[src/rtl/mem_port_arbiter_if.sv]
// ----------------------------------------------------------------------------
// mem_port_arbiter_if
//   Groups the signals of the two-requester memory port arbiter: the
//   instruction-fetch (IF) read port, the data (D) load/store port, the
//   memory macro port and the busy flag.
//
//   Modports
//     slave  : the arbiter (takes requests and mem_rdata, drives grants,
//              responses and the memory strobe)
//     master : the environment (requesters plus memory macro)
//
//   Signals
//     if_req/if_addr              IF read request, held until if_gnt
//     if_gnt/if_rvalid/if_rdata   IF grant pulse, response pulse, read data
//     d_req/d_we/d_addr/d_wdata   D request, held until d_gnt
//     d_gnt/d_rvalid/d_rdata      D grant pulse, response pulse, load data
//     mem_en/mem_we/mem_addr/mem_wdata  memory access strobe and payload
//     mem_rdata                   memory read data, MEM_LAT cycles after mem_en
//     busy                        arbiter is not idle
// ----------------------------------------------------------------------------
interface mem_port_arbiter_if #(
   parameter int ADDR_W = 32'sd8,
   parameter int DATA_W = 32'sd8
);
   logic              if_req;
   logic [ADDR_W-1:0] if_addr;
   logic              if_gnt;
   logic              if_rvalid;
   logic [DATA_W-1:0] if_rdata;

   logic              d_req;
   logic              d_we;
   logic [ADDR_W-1:0] d_addr;
   logic [DATA_W-1:0] d_wdata;
   logic              d_gnt;
   logic              d_rvalid;
   logic [DATA_W-1:0] d_rdata;

   logic              mem_en;
   logic              mem_we;
   logic [ADDR_W-1:0] mem_addr;
   logic [DATA_W-1:0] mem_wdata;
   logic [DATA_W-1:0] mem_rdata;

   logic              busy;

   modport slave (
      input  if_req, if_addr, d_req, d_we, d_addr, d_wdata, mem_rdata,
      output if_gnt, if_rvalid, if_rdata, d_gnt, d_rvalid, d_rdata,
             mem_en, mem_we, mem_addr, mem_wdata, busy
   );

   modport master (
      output if_req, if_addr, d_req, d_we, d_addr, d_wdata, mem_rdata,
      input  if_gnt, if_rvalid, if_rdata, d_gnt, d_rvalid, d_rdata,
             mem_en, mem_we, mem_addr, mem_wdata, busy
   );
endinterface

[src/rtl/mem_port_arbiter.sv]
// ----------------------------------------------------------------------------
// mem_port_arbiter
//   Shares a single-port memory between instruction fetch (IF) and LD/ST
//   data access (D). One transaction is outstanding at a time. D has
//   priority, but IF is forced to win after MAX_WAIT consecutive losses.
//   The read response is captured and returned to the owning requester.
//
//   Parameters
//     ADDR_W    memory address width
//     DATA_W    memory data width
//     MEM_LAT   cycles from mem_en to valid mem_rdata (>=1)
//     MAX_WAIT  IF losses tolerated before IF is forced to win (>=1)
//
//   Ports
//     clk    rising-edge clock
//     reset  asynchronous, active-high
//     bus    mem_port_arbiter_if.slave (requests, responses, memory port)
//
//   Sequence: IDLE -> ISSUE -> WAIT (MEM_LAT cycles) -> RESP -> ISSUE|IDLE.
//   IDLE and RESP are the arbitration points. All outputs are registered:
//   they are computed from the next state and the next latched
//   transaction, so they appear in the same cycle as that state.
// ----------------------------------------------------------------------------
module mem_port_arbiter #(
   parameter int ADDR_W   = 32'sd8,
   parameter int DATA_W   = 32'sd8,
   parameter int MEM_LAT  = 32'sd1,
   parameter int MAX_WAIT = 32'sd2
) (
   input logic               clk,
   input logic               reset,
   mem_port_arbiter_if.slave bus
);

   localparam int LAT_W  = (MEM_LAT > 32'sd1) ? $clog2(MEM_LAT) : 32'sd1;
   localparam int STRV_W = $clog2(MAX_WAIT + 32'sd1);

   localparam logic [LAT_W-1:0]  LAT_INIT  = LAT_W'(MEM_LAT - 32'sd1);
   localparam logic [LAT_W-1:0]  LAT_ZERO  = {LAT_W{1'b0}};
   localparam logic [LAT_W-1:0]  LAT_ONE   = LAT_W'(1'b1);
   localparam logic [STRV_W-1:0] STRV_MAX  = STRV_W'(MAX_WAIT);
   localparam logic [STRV_W-1:0] STRV_ZERO = {STRV_W{1'b0}};
   localparam logic [STRV_W-1:0] STRV_ONE  = STRV_W'(1'b1);
   localparam logic [ADDR_W-1:0] ADDR_ZERO = {ADDR_W{1'b0}};
   localparam logic [DATA_W-1:0] DATA_ZERO = {DATA_W{1'b0}};

   localparam logic OWN_IF = 1'b0;
   localparam logic OWN_D  = 1'b1;

   typedef enum logic [1:0] {
      IDLE  = 2'd0,
      ISSUE = 2'd1,
      WAIT  = 2'd2,
      RESP  = 2'd3
   } state_t;

   state_t            state_r;
   state_t            state_nxt_s;

   logic [LAT_W-1:0]  lat_cnt_r;
   logic [LAT_W-1:0]  lat_cnt_nxt_s;
   logic [STRV_W-1:0] starve_cnt_r;
   logic [STRV_W-1:0] starve_cnt_nxt_s;

   // latched transaction
   logic              owner_r;
   logic              owner_nxt_s;
   logic              we_r;
   logic              we_nxt_s;
   logic [ADDR_W-1:0] addr_r;
   logic [ADDR_W-1:0] addr_nxt_s;
   logic [DATA_W-1:0] wdata_r;
   logic [DATA_W-1:0] wdata_nxt_s;

   logic              arb_pt_s;
   logic              any_req_s;
   logic              both_req_s;
   logic              if_wins_s;
   logic              d_wins_s;
   logic              resp_cap_s;
   logic              issue_s;

   // registered outputs and their next values
   logic              if_gnt_r,    if_gnt_nxt_s;
   logic              if_rvalid_r, if_rvalid_nxt_s;
   logic [DATA_W-1:0] if_rdata_r,  if_rdata_nxt_s;
   logic              d_gnt_r,     d_gnt_nxt_s;
   logic              d_rvalid_r,  d_rvalid_nxt_s;
   logic [DATA_W-1:0] d_rdata_r,   d_rdata_nxt_s;
   logic              mem_en_r,    mem_en_nxt_s;
   logic              mem_we_r,    mem_we_nxt_s;
   logic [ADDR_W-1:0] mem_addr_r,  mem_addr_nxt_s;
   logic [DATA_W-1:0] mem_wdata_r, mem_wdata_nxt_s;
   logic              busy_r,      busy_nxt_s;

   // arbitration decision, only meaningful in IDLE and RESP
   always_comb begin
      arb_pt_s   = (state_r == IDLE) || (state_r == RESP);
      any_req_s  = bus.if_req || bus.d_req;
      both_req_s = bus.if_req && bus.d_req;
      // IF wins when alone, or when it has already lost MAX_WAIT times in a row
      if_wins_s  = arb_pt_s && bus.if_req && (!bus.d_req || (starve_cnt_r == STRV_MAX));
      d_wins_s   = arb_pt_s && bus.d_req && !if_wins_s;
      resp_cap_s = (state_r == WAIT) && (lat_cnt_r == LAT_ZERO);
   end

   // state register
   always_ff @(posedge clk or posedge reset) begin
      if (reset) begin
         state_r <= IDLE;
      end else begin
         state_r <= state_nxt_s;
      end
   end

   // next-state logic
   always_comb begin
      state_nxt_s = state_r;
      case (state_r)
         IDLE:    state_nxt_s = any_req_s ? ISSUE : IDLE;
         ISSUE:   state_nxt_s = WAIT;
         WAIT:    state_nxt_s = (lat_cnt_r == LAT_ZERO) ? RESP : WAIT;
         RESP:    state_nxt_s = any_req_s ? ISSUE : IDLE;
         default: state_nxt_s = IDLE;
      endcase
   end

   // next values of the latched transaction and the two counters
   always_comb begin
      owner_nxt_s      = owner_r;
      we_nxt_s         = we_r;
      addr_nxt_s       = addr_r;
      wdata_nxt_s      = wdata_r;
      starve_cnt_nxt_s = starve_cnt_r;
      lat_cnt_nxt_s    = lat_cnt_r;

      if (if_wins_s) begin
         owner_nxt_s = OWN_IF;
         we_nxt_s    = 1'b0;
         addr_nxt_s  = bus.if_addr;
         wdata_nxt_s = DATA_ZERO;
      end else if (d_wins_s) begin
         owner_nxt_s = OWN_D;
         we_nxt_s    = bus.d_we;
         addr_nxt_s  = bus.d_addr;
         wdata_nxt_s = bus.d_wdata;
      end else begin
         owner_nxt_s = owner_r;
      end

      // losses only count when IF actually competed against D
      if (if_wins_s) begin
         starve_cnt_nxt_s = STRV_ZERO;
      end else if (d_wins_s && both_req_s && (starve_cnt_r != STRV_MAX)) begin
         starve_cnt_nxt_s = starve_cnt_r + STRV_ONE;
      end else begin
         starve_cnt_nxt_s = starve_cnt_r;
      end

      if (state_r == ISSUE) begin
         lat_cnt_nxt_s = LAT_INIT;
      end else if ((state_r == WAIT) && (lat_cnt_r != LAT_ZERO)) begin
         lat_cnt_nxt_s = lat_cnt_r - LAT_ONE;
      end else begin
         lat_cnt_nxt_s = lat_cnt_r;
      end
   end

   // transaction latches and counters
   always_ff @(posedge clk or posedge reset) begin
      if (reset) begin
         owner_r      <= OWN_IF;
         we_r         <= 1'b0;
         addr_r       <= ADDR_ZERO;
         wdata_r      <= DATA_ZERO;
         starve_cnt_r <= STRV_ZERO;
         lat_cnt_r    <= LAT_ZERO;
      end else begin
         owner_r      <= owner_nxt_s;
         we_r         <= we_nxt_s;
         addr_r       <= addr_nxt_s;
         wdata_r      <= wdata_nxt_s;
         starve_cnt_r <= starve_cnt_nxt_s;
         lat_cnt_r    <= lat_cnt_nxt_s;
      end
   end

   // output logic: next values of the registered outputs
   always_comb begin
      issue_s         = (state_nxt_s == ISSUE);
      mem_en_nxt_s    = issue_s;
      mem_we_nxt_s    = issue_s && we_nxt_s;
      mem_addr_nxt_s  = issue_s ? addr_nxt_s  : ADDR_ZERO;
      mem_wdata_nxt_s = issue_s ? wdata_nxt_s : DATA_ZERO;
      if_gnt_nxt_s    = issue_s && (owner_nxt_s == OWN_IF);
      d_gnt_nxt_s     = issue_s && (owner_nxt_s == OWN_D);
      busy_nxt_s      = (state_nxt_s != IDLE);

      // the last WAIT cycle samples mem_rdata straight into the response register
      if_rvalid_nxt_s = resp_cap_s && (owner_r == OWN_IF);
      d_rvalid_nxt_s  = resp_cap_s && (owner_r == OWN_D);

      if (if_rvalid_nxt_s) begin
         if_rdata_nxt_s = bus.mem_rdata;
      end else begin
         if_rdata_nxt_s = if_rdata_r;
      end

      // a completed store reports zero data
      if (d_rvalid_nxt_s) begin
         d_rdata_nxt_s = we_r ? DATA_ZERO : bus.mem_rdata;
      end else begin
         d_rdata_nxt_s = d_rdata_r;
      end
   end

   // output registers
   always_ff @(posedge clk or posedge reset) begin
      if (reset) begin
         if_gnt_r    <= 1'b0;
         if_rvalid_r <= 1'b0;
         if_rdata_r  <= DATA_ZERO;
         d_gnt_r     <= 1'b0;
         d_rvalid_r  <= 1'b0;
         d_rdata_r   <= DATA_ZERO;
         mem_en_r    <= 1'b0;
         mem_we_r    <= 1'b0;
         mem_addr_r  <= ADDR_ZERO;
         mem_wdata_r <= DATA_ZERO;
         busy_r      <= 1'b0;
      end else begin
         if_gnt_r    <= if_gnt_nxt_s;
         if_rvalid_r <= if_rvalid_nxt_s;
         if_rdata_r  <= if_rdata_nxt_s;
         d_gnt_r     <= d_gnt_nxt_s;
         d_rvalid_r  <= d_rvalid_nxt_s;
         d_rdata_r   <= d_rdata_nxt_s;
         mem_en_r    <= mem_en_nxt_s;
         mem_we_r    <= mem_we_nxt_s;
         mem_addr_r  <= mem_addr_nxt_s;
         mem_wdata_r <= mem_wdata_nxt_s;
         busy_r      <= busy_nxt_s;
      end
   end

   assign bus.if_gnt    = if_gnt_r;
   assign bus.if_rvalid = if_rvalid_r;
   assign bus.if_rdata  = if_rdata_r;
   assign bus.d_gnt     = d_gnt_r;
   assign bus.d_rvalid  = d_rvalid_r;
   assign bus.d_rdata   = d_rdata_r;
   assign bus.mem_en    = mem_en_r;
   assign bus.mem_we    = mem_we_r;
   assign bus.mem_addr  = mem_addr_r;
   assign bus.mem_wdata = mem_wdata_r;
   assign bus.busy      = busy_r;

endmodule

[src/flat_wrapper.sv]
// flat-port wrapper written by rule: the top's interface ports become plain ports
module mem_port_arbiter_flat 
#(
   parameter int ADDR_W   = 32'sd8,
   parameter int DATA_W   = 32'sd8,
   parameter int MEM_LAT  = 32'sd1,
   parameter int MAX_WAIT = 32'sd2
)
  (clk, reset, bus_if_req, bus_if_addr, bus_d_req, bus_d_we, bus_d_addr, bus_d_wdata, bus_mem_rdata, bus_if_gnt, bus_if_rvalid, bus_if_rdata, bus_d_gnt, bus_d_rvalid, bus_d_rdata, bus_mem_en, bus_mem_we, bus_mem_addr, bus_mem_wdata, bus_busy);
  mem_port_arbiter_if #(.ADDR_W(ADDR_W), .DATA_W(DATA_W)) bus_i ();
  input logic clk;
  input logic reset;
  input wire logic [$bits(bus_i.if_req)-1:0] bus_if_req;
  input wire logic [$bits(bus_i.if_addr)-1:0] bus_if_addr;
  input wire logic [$bits(bus_i.d_req)-1:0] bus_d_req;
  input wire logic [$bits(bus_i.d_we)-1:0] bus_d_we;
  input wire logic [$bits(bus_i.d_addr)-1:0] bus_d_addr;
  input wire logic [$bits(bus_i.d_wdata)-1:0] bus_d_wdata;
  input wire logic [$bits(bus_i.mem_rdata)-1:0] bus_mem_rdata;
  output wire logic [$bits(bus_i.if_gnt)-1:0] bus_if_gnt;
  output wire logic [$bits(bus_i.if_rvalid)-1:0] bus_if_rvalid;
  output wire logic [$bits(bus_i.if_rdata)-1:0] bus_if_rdata;
  output wire logic [$bits(bus_i.d_gnt)-1:0] bus_d_gnt;
  output wire logic [$bits(bus_i.d_rvalid)-1:0] bus_d_rvalid;
  output wire logic [$bits(bus_i.d_rdata)-1:0] bus_d_rdata;
  output wire logic [$bits(bus_i.mem_en)-1:0] bus_mem_en;
  output wire logic [$bits(bus_i.mem_we)-1:0] bus_mem_we;
  output wire logic [$bits(bus_i.mem_addr)-1:0] bus_mem_addr;
  output wire logic [$bits(bus_i.mem_wdata)-1:0] bus_mem_wdata;
  output wire logic [$bits(bus_i.busy)-1:0] bus_busy;
  assign bus_i.if_req = bus_if_req;
  assign bus_i.if_addr = bus_if_addr;
  assign bus_i.d_req = bus_d_req;
  assign bus_i.d_we = bus_d_we;
  assign bus_i.d_addr = bus_d_addr;
  assign bus_i.d_wdata = bus_d_wdata;
  assign bus_i.mem_rdata = bus_mem_rdata;
  assign bus_if_gnt = bus_i.if_gnt;
  assign bus_if_rvalid = bus_i.if_rvalid;
  assign bus_if_rdata = bus_i.if_rdata;
  assign bus_d_gnt = bus_i.d_gnt;
  assign bus_d_rvalid = bus_i.d_rvalid;
  assign bus_d_rdata = bus_i.d_rdata;
  assign bus_mem_en = bus_i.mem_en;
  assign bus_mem_we = bus_i.mem_we;
  assign bus_mem_addr = bus_i.mem_addr;
  assign bus_mem_wdata = bus_i.mem_wdata;
  assign bus_busy = bus_i.busy;
  mem_port_arbiter #(.ADDR_W(ADDR_W), .DATA_W(DATA_W), .MEM_LAT(MEM_LAT), .MAX_WAIT(MAX_WAIT)) u_core (.clk(clk), .reset(reset), .bus(bus_i));
endmodule
[config.mk]
export PLATFORM = sky130hd
export DESIGN_NAME = mem_port_arbiter_flat
export DESIGN_NICKNAME = d
export VERILOG_FILES = /design/src/rtl/mem_port_arbiter_if.sv /design/src/rtl/mem_port_arbiter.sv /design/src/flat_wrapper.sv
export SDC_FILE = /design/constraint.sdc
export NUM_CORES = 1
export LEC_CHECK = 0
export CAP_MARGIN = 10
export CORE_MARGIN = 2
export CORE_UTILIZATION = 45
export DETAILED_ROUTE_END_ITERATION = 7
export GPL_TIMING_DRIVEN = 0
export PLACE_DENSITY = 0.88
export SYNTH_ARGS = -nofsm -noshare
export SYNTH_HDL_FRONTEND = slang
export SYNTH_SLANG_ARGS = --single-unit
[constraint.sdc]
create_clock -name clk -period 2.7 [get_ports clk]
set_clock_uncertainty 0.15 [all_clocks]
set_input_delay 0.27 -clock clk [delete_from_list [all_inputs] [get_ports clk]]
set_output_delay 0.27 -clock clk [all_outputs]
set_load 0.05 [all_outputs]
==> results.yml <==
status:
  outcome: "completed"
power_and_ir_drop:
  p_leak_nw: 1.61
  powerDensity_mw_per_mm2: 1430
  ir_drop_mv: 0.724
die:
  floorplan.initialDensity_pct: 46.9
  rows: 27
  core_mm2: 0.00557
  io_pins: 76
  dieArea_mm2: 0.00643
  dieHeight_um: 80.2
  die_w_um: 80.2
finish:
  fin_area_mm2: 0.00370
  fin_nets: 346
  antenna_cells: 0
  drive_gt1_share_pct: 20.6
  area_growth_pct: 41.5
clocking:
  cts_buffer_depth: 2
  cts_resized: 0
  clkLatencyLatePin_ps: 340
  clk_pin_slew_ps: 70
  cts_hold_buf: 0
  clock-sinks: 62
  cts_max_level: 3
  cts_buffers: 9
  cts_tree: "yes"
  post-cts-setup-buffers: 0
  cts-root-buf: "clkbuf_8"
placement:
  io_buffers: 75
  placed_cell_area_mm2: 0.00347
  dp.final_hpwl_mm: 4.14
  place.gp.congestion: 0.744
yosys:
  synth.avg_cell_area_um2: 12.0
  yosysTopAreaCell: "dfrtp_1"
  synth_warnings: 0
  synthAdderAreaFrac_pct: 1.91
  synthFlopType: "dfrtp_1"
  synth_compound_area_share_pct: 13.6
  yosysSeqAreaShare_pct: 59.4
  yosys_register_bits: 62
  synth_edf_count: 0
  ys_types: 28
  muxShareOfSynthArea_pct: 3.45
  synth_nets: 259
  synthCells: 218
  synth_top_family_by_area: "simple AND/OR/NAND/NOR gates"
  netlist.area_leader.share_pct: 59.4
  synth_xor_area_share_pct: 0
  async_reset_ff_share_pct: 100
  syn_area_mm2: 0.00261
  synth_simple_gate_area_share_pct: 17.6
  synth.top_cells.by_area: "dfrtp_1, a221oi_2, a211oi_2"
drt:
  dr.pass1.iters: 4
  finalWirelength_mm: 5.84
  detail-route-antenna-nets: 0
  routed_via_density: 5.10
  vias: 1948
  wl_per_cell_um: 15.3
  post-route-drc-count: 0
  drt_iter0_markers: 113
worst_hold_path:
  hold_path.class: "input port to async pin"
timing:
  finalHoldViolCount: 0
  post-route-min-period_ps: 1960
  finalCritPeriodShare_pct: 72.7
  tightest_slew_ps: 521
  maxSlewHeadroom_pct: 65.2
  final.setup.tns_ps: 0
  setup_viol: 0
  fmax_mhz: 509
  finalMaxSlewViolations: 0
  rsz0062_at_grt: "no"
worst_setup_path:
  path_cells: "inv_1 > ha_1 > nand2_1 > buf_2 > nor3_1 > nor2_1"
  crit_end: "u_core.addr_r[2]"
  worst-r2r-setup-slack_ps: 740
  crit_path_max_fanout: 10
  worstPathRequired_ps: 2760
  end_kind: "flop"
  r2r_start: "u_core.state_r[0]"
  cp.arrival_ps: 2020
  path_class: "flop to flop"
  reg2regPathDepth: 6
  reg2reg_to: "u_core.addr_r[2]"
  crit_path_start_kind: "flop"
  slowest_delay_ps: 410
  critPathLaunch: "u_core.state_r[0]"
  slowest_stage: "ha_1"
global_route:
  grt_pass1_vias: 2032
  gr-usage-all-layers_pct: 20.2
  grt_max_degree: 43
  grt_pass1_wl_mm: 9.74
  antenna_found_initial: 0
  grt_overflow: 0
run:
  cap_violations: 0
[cell families after synthesis]
kind of cell / after synthesis
AOI/OAI and AO/OA: 41
adders and majority gates: 4
buffers and inverters: 19
DFF: 62
muxes: 8
and+or+nand+nor: 84
[worst max-delay path: cells and delay by family (launching register included)]
| kind | cells | cell delay (ps) |
|---|---|---|
| buf+inv | 2 | 300 |
| flops | 1 | 370 |
| fa+ha+maj | 1 | 410 |
| simple gates | 3 | 610 |
[cells in the mapped netlist, types with 2 or more instances]
cell type	number
buf_6	2
ha_1	4
nor2_1	10
and2_1	2
and3_1	8
buf_2	2
a21oi_1	12
o21ai_0	11
nand2_1	30
nor3_1	9
mux2_2	8
a221oi_2	8
nor3_2	8
dfrtp_1	62
clkbuf_1	3
buf_4	4
a211oi_2	9
nand2b_1	11
inv_1	6
[worst min-delay path by stage]
stage                                        to
after global routing      u_core.bus.d_rdata[5]
after floorplan           u_core.bus.d_rdata[0]
final                     u_core.bus.d_rdata[5]
after global placement    u_core.bus.d_rdata[6]
after CTS                 u_core.bus.d_rdata[5]
after detailed placement  u_core.bus.d_rdata[0]
[routing by layer]
layer	vias to the layer above	GRT usage (%)	routed length, um
li1	927	-	-
met1	961	24.8	2500
met2	54	33.4	2970
met3	6	6.85	305
met4	0	6.44	57
met5	-	0	0
[layout make-up]
type                    count  area, um^2
plain buffers              12        78.8
multi-input cells         137         957
flip-flops and latches     62        1550
clock buffers              10         138
inverters                   7        26.3
fillers                   422        1880
repair buffers             76         771
well taps                  72        90.1
clock inverters             6        85.1
[per-stage QoR]
stage | setup WS (ps) | std cells | util [%] | power, mW | hold WS (ps)
floorplan | 739 | 218 | - | 3.55 | 268
global placement | -266 | 365 | 62.0 | 4.32 | 315
detailed placement | 742 | 366 | 62.3 | 4.42 | 323
CTS | 729 | 382 | 66.3 | 5.34 | 108
global route | 603 | 382 | 66.3 | 5.60 | 139
finish | 737 | 382 | 66.3 | 5.30 | 107
[registers in the layout, summed over array words and instances, names as in the netlist]
signal                cells
u_core.addr_r             8
u_core.bus.busy           1
u_core.bus.d_gnt          1
u_core.bus.d_rdata        8
u_core.bus.d_rvalid       1
u_core.bus.if_gnt         1
u_core.bus.if_rdata       8
u_core.bus.if_rvalid      1
u_core.bus.mem_addr       8
u_core.bus.mem_en         1
u_core.bus.mem_wdata      8
u_core.bus.mem_we         1
u_core.lat_cnt_r          1
u_core.owner_r            1
u_core.starve_cnt_r       2
u_core.state_r            2
u_core.wdata_r            8
u_core.we_r               1
[placed cells by master (no fill, tap or decap), types with 2 or more instances in the layout]
| master | synthesis | final |
|---|---|---|
| dfrtp_1 | 62 | 62 |
| nor2_1 | 10 | 10 |
| nand2_1 | 30 | 30 |
| inv_2 | 1 | 2 |
| o21ai_0 | 11 | 11 |
| ha_1 | 4 | 4 |
| buf_2 | 2 | 2 |
| bufinv_16 | 0 | 2 |
| buf_4 | 4 | 4 |
| mux2_2 | 8 | 8 |
| clkbuf_8 | 0 | 10 |
| a221oi_2 | 8 | 8 |
| clkdlybuf4s50_1 | 0 | 75 |
| clkinvlp_4 | 0 | 2 |
| clkinv_2 | 0 | 2 |
| inv_1 | 6 | 5 |
| clkbuf_1 | 3 | 3 |
| a21oi_1 | 12 | 12 |
| a211oi_2 | 9 | 9 |
| and2_1 | 2 | 2 |
| nand2b_1 | 11 | 11 |
| nor3_2 | 8 | 8 |
| and3_1 | 8 | 8 |
| buf_6 | 2 | 2 |
| nor3_1 | 9 | 9 |
[where the power goes]
part | switching (mW) | internal [mW]
registers | 0.179 | 1.33
logic | 1.85 | 1.03
clock network | 0.361 | 0.541
total | 2.39 | 2.90
No activity file was read; power rests on OpenSTA's default activity.
